<file path="config.mk">
export PLATFORM = sky130hd
export DESIGN_NAME = riscv_idu_flat
export DESIGN_NICKNAME = d
export VERILOG_FILES = /design/src/rtl/riscv_idu_if.sv /design/src/rtl/riscv_idu.sv /design/src/flat_wrapper.sv
export SDC_FILE = /design/constraint.sdc
export NUM_CORES = 1
export LEC_CHECK = 0
export BUFFER_PORTS_ARGS = -buffer_cell sky130_fd_sc_hd__buf_2
export CORE_MARGIN = 2
export CORE_UTILIZATION = 40
export DETAILED_ROUTE_END_ITERATION = 8
export GPL_TIMING_DRIVEN = 0
export PLACE_DENSITY = 0.57
export SLEW_MARGIN = 0
export SYNTH_ARGS = -nofsm -noshare
export SYNTH_HDL_FRONTEND = slang
export SYNTH_SLANG_ARGS = --single-unit
</file>
<file path="constraint.sdc">
create_clock -name clock -period 18.05 [get_ports clock]
set_input_delay 4.5125 -clock clock [delete_from_list [all_inputs] [get_ports clock]]
set_output_delay 4.5125 -clock clock [all_outputs]
set_load 0.02 [all_outputs]
</file>
<file path="src/rtl/riscv_idu_if.sv">
// Fetch-to-decode bundle for riscv_idu: fetch beats in, decoded
// instruction out over valid/ready, plus queue status.
interface riscv_idu_if;
    logic        ifu_vld;
    logic [31:0] ifu_addr;
    logic [31:0] ifu_data;
    logic        flush;
    logic        dec_vld;
    logic        dec_rdy;
    logic [31:0] dec_addr;
    logic [31:0] dec_instr;
    logic        dec_c;
    logic [4:0]  dec_rd;
    logic [4:0]  dec_rs1;
    logic [4:0]  dec_rs2;
    logic [31:0] dec_imm;
    logic [2:0]  dec_fmt;
    logic        dec_illegal;
    logic        idu_afull;
    logic        idu_ovf;

    modport master (
        output ifu_vld, ifu_addr, ifu_data, flush, dec_rdy,
        input  dec_vld, dec_addr, dec_instr, dec_c,
        input  dec_rd, dec_rs1, dec_rs2, dec_imm, dec_fmt,
        input  dec_illegal, idu_afull, idu_ovf
    );

    modport slave (
        input  ifu_vld, ifu_addr, ifu_data, flush, dec_rdy,
        output dec_vld, dec_addr, dec_instr, dec_c,
        output dec_rd, dec_rs1, dec_rs2, dec_imm, dec_fmt,
        output dec_illegal, idu_afull, idu_ovf
    );
endinterface

</file>
<file path="src/rtl/riscv_idu.sv">
// RV32 decode unit: fetch queue, RVC expander, field/immediate decode.
// Define RISCV_IDU_RVC_EN to compile in the compressed expander.
module riscv_idu #(
    parameter int DEPTH     = 4,
    parameter int AFULL_LVL = 2
) (
    input  logic        clock,
    input  logic        reset,
    riscv_idu_if.slave  idu_io
);

    localparam int AW = $clog2(DEPTH);

    localparam logic [6:0] OP_LUI    = 7'b0110111;
    localparam logic [6:0] OP_AUIPC  = 7'b0010111;
    localparam logic [6:0] OP_JAL    = 7'b1101111;
    localparam logic [6:0] OP_JALR   = 7'b1100111;
    localparam logic [6:0] OP_BRANCH = 7'b1100011;
    localparam logic [6:0] OP_LOAD   = 7'b0000011;
    localparam logic [6:0] OP_STORE  = 7'b0100011;
    localparam logic [6:0] OP_IMM    = 7'b0010011;
    localparam logic [6:0] OP_OP     = 7'b0110011;
    localparam logic [6:0] OP_MISC   = 7'b0001111;
    localparam logic [6:0] OP_SYSTEM = 7'b1110011;

    localparam logic [2:0] FMT_R    = 3'd0;
    localparam logic [2:0] FMT_I    = 3'd1;
    localparam logic [2:0] FMT_S    = 3'd2;
    localparam logic [2:0] FMT_B    = 3'd3;
    localparam logic [2:0] FMT_U    = 3'd4;
    localparam logic [2:0] FMT_J    = 3'd5;
    localparam logic [2:0] FMT_NONE = 3'd7;

    logic [63:0] mem_q [DEPTH];
    logic [AW:0] wptr_q, wptr_d;
    logic [AW:0] rptr_q, rptr_d;
    logic        afull_q, afull_d;
    logic        ovf_q, ovf_d;

    logic [AW:0] occ, occ_d;
    logic        empty, full;
    logic        push_req, push, pop;

    assign occ   = wptr_q - rptr_q;
    assign empty = (wptr_q == rptr_q);
    assign full  = (wptr_q[AW] != rptr_q[AW]) &&
                   (wptr_q[AW-1:0] == rptr_q[AW-1:0]);

    assign push_req = idu_io.ifu_vld && !idu_io.flush;
    assign pop      = !empty && idu_io.dec_rdy && !idu_io.flush;
    // A full queue can still take a beat when the head leaves this cycle.
    assign push     = push_req && (!full || pop);

    always_comb begin
        wptr_d = wptr_q;
        rptr_d = rptr_q;
        occ_d  = occ;
        ovf_d  = ovf_q;
        if (idu_io.flush) begin
            rptr_d = wptr_q;
            occ_d  = '0;
        end else begin
            if (push) wptr_d = wptr_q + 1'b1;
            if (pop)  rptr_d = rptr_q + 1'b1;
            occ_d = occ + (AW+1)'(push) - (AW+1)'(pop);
        end
        if (push_req && !push) ovf_d = 1'b1;
        afull_d = (occ_d >= (AW+1)'(AFULL_LVL));
    end

    always_ff @(posedge clock) begin
        if (reset) begin
            wptr_q  <= '0;
            rptr_q  <= '0;
            afull_q <= 1'b0;
            ovf_q   <= 1'b0;
        end else begin
            wptr_q  <= wptr_d;
            rptr_q  <= rptr_d;
            afull_q <= afull_d;
            ovf_q   <= ovf_d;
        end
    end

    always_ff @(posedge clock) begin
        if (push && !reset)
            mem_q[wptr_q[AW-1:0]] <= {idu_io.ifu_addr, idu_io.ifu_data};
    end

`ifdef RISCV_IDU_RVC_EN
    function automatic logic [31:0] enc_i(
        input logic [11:0] imm, input logic [4:0] rs1,
        input logic [2:0] f3, input logic [4:0] rd,
        input logic [6:0] op);
        return {imm, rs1, f3, rd, op};
    endfunction

    function automatic logic [31:0] enc_r(
        input logic [6:0] f7, input logic [4:0] rs2,
        input logic [4:0] rs1, input logic [2:0] f3,
        input logic [4:0] rd, input logic [6:0] op);
        return {f7, rs2, rs1, f3, rd, op};
    endfunction

    function automatic logic [31:0] enc_s(
        input logic [11:0] imm, input logic [4:0] rs2,
        input logic [4:0] rs1);
        return {imm[11:5], rs2, rs1, 3'b010, imm[4:0], OP_STORE};
    endfunction

    // o holds offset[12:1]
    function automatic logic [31:0] enc_b(
        input logic [11:0] o, input logic [4:0] rs1,
        input logic [2:0] f3);
        return {o[11], o[9:4], 5'd0, rs1, f3, o[3:0], o[10], OP_BRANCH};
    endfunction

    // o holds offset[20:1]
    function automatic logic [31:0] enc_j(
        input logic [19:0] o, input logic [4:0] rd);
        return {o[19], o[9:0], o[10], o[18:11], rd, OP_JAL};
    endfunction

    function automatic logic [32:0] rvc_expand(input logic [15:0] c);
        logic [4:0]  rd, rs2, rdp, rs1p;
        logic [11:0] i6, ldw, a4s, a16, lsp, ssp;
        logic [19:0] jo;
        logic [11:0] bo;
        logic [2:0]  af3;
        logic [6:0]  af7;
        logic [31:0] ins;
        logic        ill;
        rd   = c[11:7];
        rs2  = c[6:2];
        rdp  = {2'b01, c[4:2]};
        rs1p = {2'b01, c[9:7]};
        i6   = {{6{c[12]}}, c[12], c[6:2]};
        ldw  = {5'b0, c[5], c[12:10], c[6], 2'b00};
        a4s  = {2'b0, c[10:7], c[12:11], c[5], c[6], 2'b00};
        a16  = {{2{c[12]}}, c[12], c[4:3], c[5], c[2], c[6], 4'b0};
        lsp  = {4'b0, c[3:2], c[12], c[6:4], 2'b00};
        ssp  = {4'b0, c[8:7], c[12:9], 2'b00};
        jo   = {{10{c[12]}}, c[8], c[10:9], c[6], c[7], c[2],
                c[11], c[5:3]};
        bo   = {{5{c[12]}}, c[6:5], c[2], c[11:10], c[4:3]};
        af7  = (c[6:5] == 2'b00) ? 7'b0100000 : 7'b0000000;
        case (c[6:5])
            2'b00:   af3 = 3'b000;
            2'b01:   af3 = 3'b100;
            2'b10:   af3 = 3'b110;
            default: af3 = 3'b111;
        endcase
        ins = '0;
        ill = 1'b0;
        case ({c[1:0], c[15:13]})
            5'b00_000: begin
                ill = (a4s == '0);
                ins = enc_i(a4s, 5'd2, 3'b000, rdp, OP_IMM);
            end
            5'b00_010: ins = enc_i(ldw, rs1p, 3'b010, rdp, OP_LOAD);
            5'b00_110: ins = enc_s(ldw, rdp, rs1p);
            5'b01_000: ins = enc_i(i6, rd, 3'b000, rd, OP_IMM);
            5'b01_001: ins = enc_j(jo, 5'd1);
            5'b01_010: ins = enc_i(i6, 5'd0, 3'b000, rd, OP_IMM);
            5'b01_011: begin
                if (rd == 5'd2) begin
                    ill = (a16 == '0);
                    ins = enc_i(a16, 5'd2, 3'b000, 5'd2, OP_IMM);
                end else begin
                    ill = (i6 == '0);
                    ins = {{14{c[12]}}, c[12], c[6:2], rd, OP_LUI};
                end
            end
            5'b01_100: begin
                case (c[11:10])
                    2'b00: begin
                        ill = c[12];
                        ins = enc_r(7'b0, rs2, rs1p, 3'b101, rs1p, OP_IMM);
                    end
                    2'b01: begin
                        ill = c[12];
                        ins = enc_r(7'b0100000, rs2, rs1p, 3'b101,
                                    rs1p, OP_IMM);
                    end
                    2'b10: ins = enc_i(i6, rs1p, 3'b111, rs1p, OP_IMM);
                    default: begin
                        ill = c[12];
                        ins = enc_r(af7, rdp, rs1p, af3, rs1p, OP_OP);
                    end
                endcase
            end
            5'b01_101: ins = enc_j(jo, 5'd0);
            5'b01_110: ins = enc_b(bo, rs1p, 3'b000);
            5'b01_111: ins = enc_b(bo, rs1p, 3'b001);
            5'b10_000: begin
                ill = c[12];
                ins = enc_r(7'b0, rs2, rd, 3'b001, rd, OP_IMM);
            end
            5'b10_010: begin
                ill = (rd == 5'd0);
                ins = enc_i(lsp, 5'd2, 3'b010, rd, OP_LOAD);
            end
            5'b10_100: begin
                if (!c[12]) begin
                    if (rs2 == 5'd0) begin
                        ill = (rd == 5'd0);
                        ins = enc_i(12'd0, rd, 3'b000, 5'd0, OP_JALR);
                    end else begin
                        ins = enc_r(7'b0, rs2, 5'd0, 3'b000, rd, OP_OP);
                    end
                end else if (rs2 == 5'd0) begin
                    if (rd == 5'd0) ins = 32'h0010_0073;
                    else ins = enc_i(12'd0, rd, 3'b000, 5'd1, OP_JALR);
                end else begin
                    ins = enc_r(7'b0, rs2, rd, 3'b000, rd, OP_OP);
                end
            end
            5'b10_110: ins = enc_s(ssp, rs2, 5'd2);
            default:   ill = 1'b1;
        endcase
        return {ill, ill ? 32'd0 : ins};
    endfunction
`endif

    logic [31:0] hd_addr, hd_data;
    logic        vld, is_c, raw_ill, ill;
    logic [31:0] raw_ins, ins, imm;
    logic [2:0]  raw_fmt, fmt;

    assign {hd_addr, hd_data} = mem_q[rptr_q[AW-1:0]];
    assign vld  = !empty;
    assign is_c = (hd_data[1:0] != 2'b11);

`ifdef RISCV_IDU_RVC_EN
    logic [32:0] exp_w;
    assign exp_w   = rvc_expand(hd_data[15:0]);
    assign raw_ill = is_c && exp_w[32];
    assign raw_ins = is_c ? exp_w[31:0] : hd_data;
`else
    assign raw_ill = is_c;
    assign raw_ins = hd_data;
`endif

    always_comb begin
        raw_fmt = FMT_NONE;
        case (raw_ins[6:0])
            OP_LUI, OP_AUIPC:  raw_fmt = FMT_U;
            OP_JAL:            raw_fmt = FMT_J;
            OP_BRANCH:         raw_fmt = FMT_B;
            OP_STORE:          raw_fmt = FMT_S;
            OP_OP:             raw_fmt = FMT_R;
            OP_JALR, OP_LOAD, OP_IMM,
            OP_MISC, OP_SYSTEM: raw_fmt = FMT_I;
            default:           raw_fmt = FMT_NONE;
        endcase
    end

    assign ill = raw_ill || (raw_fmt == FMT_NONE);
    assign ins = (vld && !ill) ? raw_ins : 32'd0;
    assign fmt = !vld ? 3'd0 : (ill ? FMT_NONE : raw_fmt);

    always_comb begin
        imm = '0;
        case (fmt)
            FMT_I: imm = {{20{ins[31]}}, ins[31:20]};
            FMT_S: imm = {{20{ins[31]}}, ins[31:25], ins[11:7]};
            FMT_B: imm = {{19{ins[31]}}, ins[31], ins[7], ins[30:25],
                          ins[11:8], 1'b0};
            FMT_U: imm = {ins[31:12], 12'b0};
            FMT_J: imm = {{11{ins[31]}}, ins[31], ins[19:12], ins[20],
                          ins[30:21], 1'b0};
            default: imm = '0;
        endcase
    end

    assign idu_io.dec_vld     = vld;
    assign idu_io.dec_addr    = vld ? hd_addr : 32'd0;
    assign idu_io.dec_instr   = ins;
    assign idu_io.dec_c       = vld && is_c;
    assign idu_io.dec_rd      = ins[11:7];
    assign idu_io.dec_rs1     = ins[19:15];
    assign idu_io.dec_rs2     = ins[24:20];
    assign idu_io.dec_imm     = imm;
    assign idu_io.dec_fmt     = fmt;
    assign idu_io.dec_illegal = vld && ill;
    assign idu_io.idu_afull   = afull_q;
    assign idu_io.idu_ovf     = ovf_q;

endmodule

</file>
<file path="src/flat_wrapper.sv">
// flat-port wrapper written by rule: the top's interface ports become plain ports
module riscv_idu_flat 
#(
    parameter int DEPTH     = 4,
    parameter int AFULL_LVL = 2
)
  (clock, reset, idu_io_ifu_vld, idu_io_ifu_addr, idu_io_ifu_data, idu_io_flush, idu_io_dec_rdy, idu_io_dec_vld, idu_io_dec_addr, idu_io_dec_instr, idu_io_dec_c, idu_io_dec_rd, idu_io_dec_rs1, idu_io_dec_rs2, idu_io_dec_imm, idu_io_dec_fmt, idu_io_dec_illegal, idu_io_idu_afull, idu_io_idu_ovf);
  riscv_idu_if idu_io_i ();
  input  logic clock;
  input  logic reset;
  input wire logic [$bits(idu_io_i.ifu_vld)-1:0] idu_io_ifu_vld;
  input wire logic [$bits(idu_io_i.ifu_addr)-1:0] idu_io_ifu_addr;
  input wire logic [$bits(idu_io_i.ifu_data)-1:0] idu_io_ifu_data;
  input wire logic [$bits(idu_io_i.flush)-1:0] idu_io_flush;
  input wire logic [$bits(idu_io_i.dec_rdy)-1:0] idu_io_dec_rdy;
  output wire logic [$bits(idu_io_i.dec_vld)-1:0] idu_io_dec_vld;
  output wire logic [$bits(idu_io_i.dec_addr)-1:0] idu_io_dec_addr;
  output wire logic [$bits(idu_io_i.dec_instr)-1:0] idu_io_dec_instr;
  output wire logic [$bits(idu_io_i.dec_c)-1:0] idu_io_dec_c;
  output wire logic [$bits(idu_io_i.dec_rd)-1:0] idu_io_dec_rd;
  output wire logic [$bits(idu_io_i.dec_rs1)-1:0] idu_io_dec_rs1;
  output wire logic [$bits(idu_io_i.dec_rs2)-1:0] idu_io_dec_rs2;
  output wire logic [$bits(idu_io_i.dec_imm)-1:0] idu_io_dec_imm;
  output wire logic [$bits(idu_io_i.dec_fmt)-1:0] idu_io_dec_fmt;
  output wire logic [$bits(idu_io_i.dec_illegal)-1:0] idu_io_dec_illegal;
  output wire logic [$bits(idu_io_i.idu_afull)-1:0] idu_io_idu_afull;
  output wire logic [$bits(idu_io_i.idu_ovf)-1:0] idu_io_idu_ovf;
  assign idu_io_i.ifu_vld = idu_io_ifu_vld;
  assign idu_io_i.ifu_addr = idu_io_ifu_addr;
  assign idu_io_i.ifu_data = idu_io_ifu_data;
  assign idu_io_i.flush = idu_io_flush;
  assign idu_io_i.dec_rdy = idu_io_dec_rdy;
  assign idu_io_dec_vld = idu_io_i.dec_vld;
  assign idu_io_dec_addr = idu_io_i.dec_addr;
  assign idu_io_dec_instr = idu_io_i.dec_instr;
  assign idu_io_dec_c = idu_io_i.dec_c;
  assign idu_io_dec_rd = idu_io_i.dec_rd;
  assign idu_io_dec_rs1 = idu_io_i.dec_rs1;
  assign idu_io_dec_rs2 = idu_io_i.dec_rs2;
  assign idu_io_dec_imm = idu_io_i.dec_imm;
  assign idu_io_dec_fmt = idu_io_i.dec_fmt;
  assign idu_io_dec_illegal = idu_io_i.dec_illegal;
  assign idu_io_idu_afull = idu_io_i.idu_afull;
  assign idu_io_idu_ovf = idu_io_i.idu_ovf;
  riscv_idu #(.DEPTH(DEPTH), .AFULL_LVL(AFULL_LVL)) u_core (.clock(clock), .reset(reset), .idu_io(idu_io_i));
endmodule
</file>
==> flow_metrics.env <==
export IMPL_stdcell_area_sq_um=13300
export IMPL_hp_start="u_core.idu_io.idu_ovf"
export IMPL_regToRegStartpoint="u_core.wptr_q[1]"
export IMPL_synth_edf_count=256
export IMPL_tns_ns=0
export IMPL_setup_viol=0
export IMPL_power_switching_uw=321
export IMPL_area_growth_pct=21.4
export IMPL_dr_pass1_iters=5
export IMPL_num_vias=6122
export IMPL_worst_ir_drop_vdd_uv=83.8
export IMPL_worstHoldPathCells=2
export IMPL_grt_usage_pct=16.4
export IMPL_power_share_clock_pct=37.7
export IMPL_synth_cell_types=50
export IMPL_whs_ns=0.464
export IMPL_rsz0062_at_grt="false"
export IMPL_crit_slowest_cell="mux4_2"
export IMPL_io_pins=188
export IMPL_hp_class="register to register"
export IMPL_cts_setup_buffers=0
export IMPL_start_kind="register"
export IMPL_drt_drc_violations_left=0
export IMPL_swShare_pct=23.5
export IMPL_wl_met2_mm=11.5
export IMPL_yosys_area_top_type="edfxtp_1"
export IMPL_fmaxAchievable_mhz=119
export IMPL_status="complete, no violations"
export IMPL_fin_ws_ns=9.67
export IMPL_cpMostUsedCell="clkbuf_1"
export IMPL_path_buf_inv=5
export IMPL_period_share_pct=46.4
export IMPL_clk_pin_slew_ns=0.05
export IMPL_ff2ff_path_depth=12
export IMPL_end_kind="output pin"
export IMPL_yosysWarnings=0
export IMPL_drt_met1_wl_mm=10.0
export IMPL_clockBufferDepth=3
export IMPL_place_congestion=0.830
export IMPL_wl_mm=23.8
export IMPL_regToRegEndpoint="u_core.idu_io.idu_afull"
export IMPL_rows=60
export IMPL_ctsHoldBuffers=0
export IMPL_place_hpwl_mm=16.0
export IMPL_path_cells="clkbuf_1 > mux4_2 > or2_4 > o221a_2 > o32a_4 > inv_2 > clkbuf_1 > and2_1 > buf_4 > buf_2"
export IMPL_die_area_sq_um=28800
export IMPL_worstPathArrival_ns=3.87
export IMPL_grt_max_degree=43
export IMPL_cts_resized=0
export IMPL_antenna_found_initial=5
export IMPL_drive_gt1_share_pct=39.1
export IMPL_syn_num_nets=670
export IMPL_post_place_ws_ns=10.15
export IMPL_htree_levels=1
export IMPL_routed_via_density=5.19
export IMPL_grt_pass1_wl_mm=36.1
export IMPL_wl_met3_mm=1.80
export IMPL_io_buffer_count=186
export IMPL_yosys_top_cells_area="edfxtp_1 70%, mux4_2 13%, and2_1 2.2%"
export IMPL_crit_fanout=10
export IMPL_cts_sinks=266
export IMPL_cts_made_buffers=28
export IMPL_synth_top_area_share_pct=70.0
export IMPL_worstMarginPinSlew_ns=0.983
export IMPL_power_density_nw_per_um2=102
export IMPL_cpLargestDelayFamily="buffers and inverters"
export IMPL_die_height_um=170
export IMPL_drt_iter0_markers=386
export IMPL_placed_area_sq_um=12500
export IMPL_die_w_um=170
export IMPL_clockRootBuffer="clkbuf_16"
export IMPL_nNetsFinal=896
export IMPL_core_area_sq_um=27000
export IMPL_syn_area_per_cell_sq_um=18.5
export IMPL_top_layer="met5"
export IMPL_cts_tree="done"
export IMPL_drv_slew=0
export IMPL_synth_cells=593
export IMPL_relSlewSlack_pct=34.5
export IMPL_critPathMaxStageDelay_ns=0.53
export IMPL_synth_async_sr_flop_share_pct=0
export IMPL_ys_seq_area_share_pct=71.9
export IMPL_antenna_left=0
export IMPL_ys_ff_latch=266
export IMPL_total_power_uw=1370
export IMPL_worstSetupPathType="register to output pin"
export IMPL_cellLeakagePower_uw=0.00500
export IMPL_power_frac_seq_pct=50.4
export IMPL_synth_area_sq_um=11000
export IMPL_maxCapViolCount=0
export IMPL_pwr_share_comb_pct=11.8
export IMPL_initial_core_util_pct=40.7
export IMPL_ys_flop_type="edfxtp_1"
export IMPL_finalHoldViolations=0
export IMPL_required_ns=13.54
export IMPL_grt_pass1_vias=6404
export IMPL_fin_crit_ns=8.38
export IMPL_ff2ff_setup_slack_ns=14.82
export IMPL_avgRoutedWirePerCell_um=20.2
export IMPL_worst_skew_pair_late_latency_ns=0.54
export IMPL_holdPathEnd="u_core.idu_io.idu_ovf"
export IMPL_fin_skew_ns=0.0189
export IMPL_intPower_uw=1040
export IMPL_overflow=0
==> cell usage in the layout, fill, tap and decap left out, types with 4 or more instances in the layout <==
| master | instances |
|---|---|
| a21o_1 | 12 |
| a21oi_1 | 6 |
| a22o_1 | 4 |
| and2_0 | 4 |
| and2_1 | 35 |
| buf_1 | 7 |
| buf_2 | 188 |
| buf_4 | 16 |
| buf_6 | 7 |
| clkbuf_1 | 24 |
| clkbuf_16 | 28 |
| clkinv_1 | 6 |
| clkinv_2 | 5 |
| dfxtp_1 | 10 |
| edfxtp_1 | 256 |
| ha_1 | 6 |
| inv_1 | 14 |
| mux4_2 | 62 |
| nand2_1 | 19 |
| nor2_1 | 24 |
| nor2b_1 | 36 |
| o21ai_0 | 4 |
| xnor2_1 | 7 |
==> cell usage after synthesis (2+ instances only) <==
| cell type | n |
|---|---|
| edfxtp_1 | 256 |
| o21ai_0 | 4 |
| nand3b_1 | 3 |
| mux4_2 | 62 |
| and2_0 | 4 |
| inv_1 | 14 |
| a21oi_1 | 6 |
| and2_1 | 38 |
| buf_4 | 15 |
| nor2_1 | 24 |
| a22o_1 | 4 |
| a211oi_1 | 3 |
| ha_1 | 6 |
| nor2b_1 | 36 |
| or3b_2 | 2 |
| clkbuf_1 | 18 |
| mux2_2 | 2 |
| buf_6 | 2 |
| nand2b_1 | 2 |
| buf_2 | 2 |
| xor2_1 | 2 |
| nor3_1 | 4 |
| nor3b_1 | 2 |
| nand2_1 | 19 |
| buf_1 | 7 |
| fa_1 | 2 |
| dfxtp_1 | 10 |
| a31oi_1 | 3 |
| xnor2_1 | 7 |
| a21o_1 | 12 |
| mux2i_1 | 3 |
==> worst reg2reg max path, cell delays in order, from the launching register on <==
cell and delay, ns:
dfxtp_1 0.49, xor2_1 0.22, nor4_1 0.10, or3b_2 0.46
clkbuf_1 0.22, fa_1 0.42, inv_1 0.08, fa_1 0.43
ha_1 0.24, xnor2_1 0.17, xnor2_1 0.14, nor2_1 0.05
nor3_1 0.12
==> how the worst max path moves through the flow <==
| stage | start | to | slack [ns] | cells past startpoint |
|---|---|---|---|---|
| global placement | idu_io_dec_rdy | u_core.mem_q[3][36] | 3.86 | 5 |
| global route | register | idu_io_dec_rs2[1] | 9.42 | 10 |
| finish | register | idu_io_dec_rs2[0] | 9.67 | 10 |
| detailed placement | register | idu_io_dec_rs2[1] | 10.15 | 10 |
| CTS | register | idu_io_dec_rs2[1] | 9.57 | 10 |
| floorplan | idu_io_dec_rdy | u_core.mem_q[3][0] | 7.94 | 4 |
==> routing by layer <==
layer  GRT usage [%]  vias to the layer above
li1                -                     2754
met2            27.3                      230
met5               0                        -
met3            4.62                       39
met1            21.5                     3095
met4            4.05                        4
==> cells by family (layout without fill, tap and decap cells) <==
| kind of cell | Yosys count | after routing | synth area share [%] |
|---|---|---|---|
| buffers and inverters | 59 | 302 | 2.69 |
| other | 0 | 2 | 0 |
| muxes | 68 | 68 | 13.4 |
| xor gates and xnor gates | 9 | 9 | 0.718 |
| and+or+nand+nor | 143 | 143 | 7.51 |
| adders and majority gates | 8 | 8 | 1.05 |
| AOI/OAI and AO/OA | 40 | 40 | 2.72 |
| DFF | 266 | 266 | 71.9 |
==> power by group through the flow <==
stage / sequential (uW) / combinational (uW) / clock, uW
after floorplan: 702 / 103 / 0
after global placement: 702 / 159 / 0
after detailed placement: 702 / 163 / 0
after CTS: 689 / 164 / 530
after global routing: 689 / 176 / 551
final: 689 / 162 / 515
==> metrics by stage <==
| stage | instances | utilization (%) |
|---|---|---|
| after detailed placement | 1130 | 46.4 |
| after global placement | 1120 | 45.8 |
| after global routing | 1177 | 49.4 |
| final | 1179 | 49.5 |
| after floorplan | 593 | - |
| after CTS | 1177 | 49.4 |
==> sequential cells by signal (all words and copies together), names as in the netlist, named ones only <==
register / flops
u_core.wptr_q: 3
u_core.mem_q: 256
u_core.idu_io.idu_afull: 1
u_core.idu_io.idu_ovf: 1
u_core.rptr_q: 3
==> layout make-up <==
class,count,area [sq um]
Multi-Input combinational cell,268,2810
Clock inverter,13,93.8
Sequential cell,266,7890
Buffer,44,239
Timing Repair Buffer,196,1090
Antenna cell,2,5.00
Clock buffer,34,723
Fill cell,2300,13600
Inverter,15,56.3
Tap cell,341,427
Power figures use the tool's default switching activity.
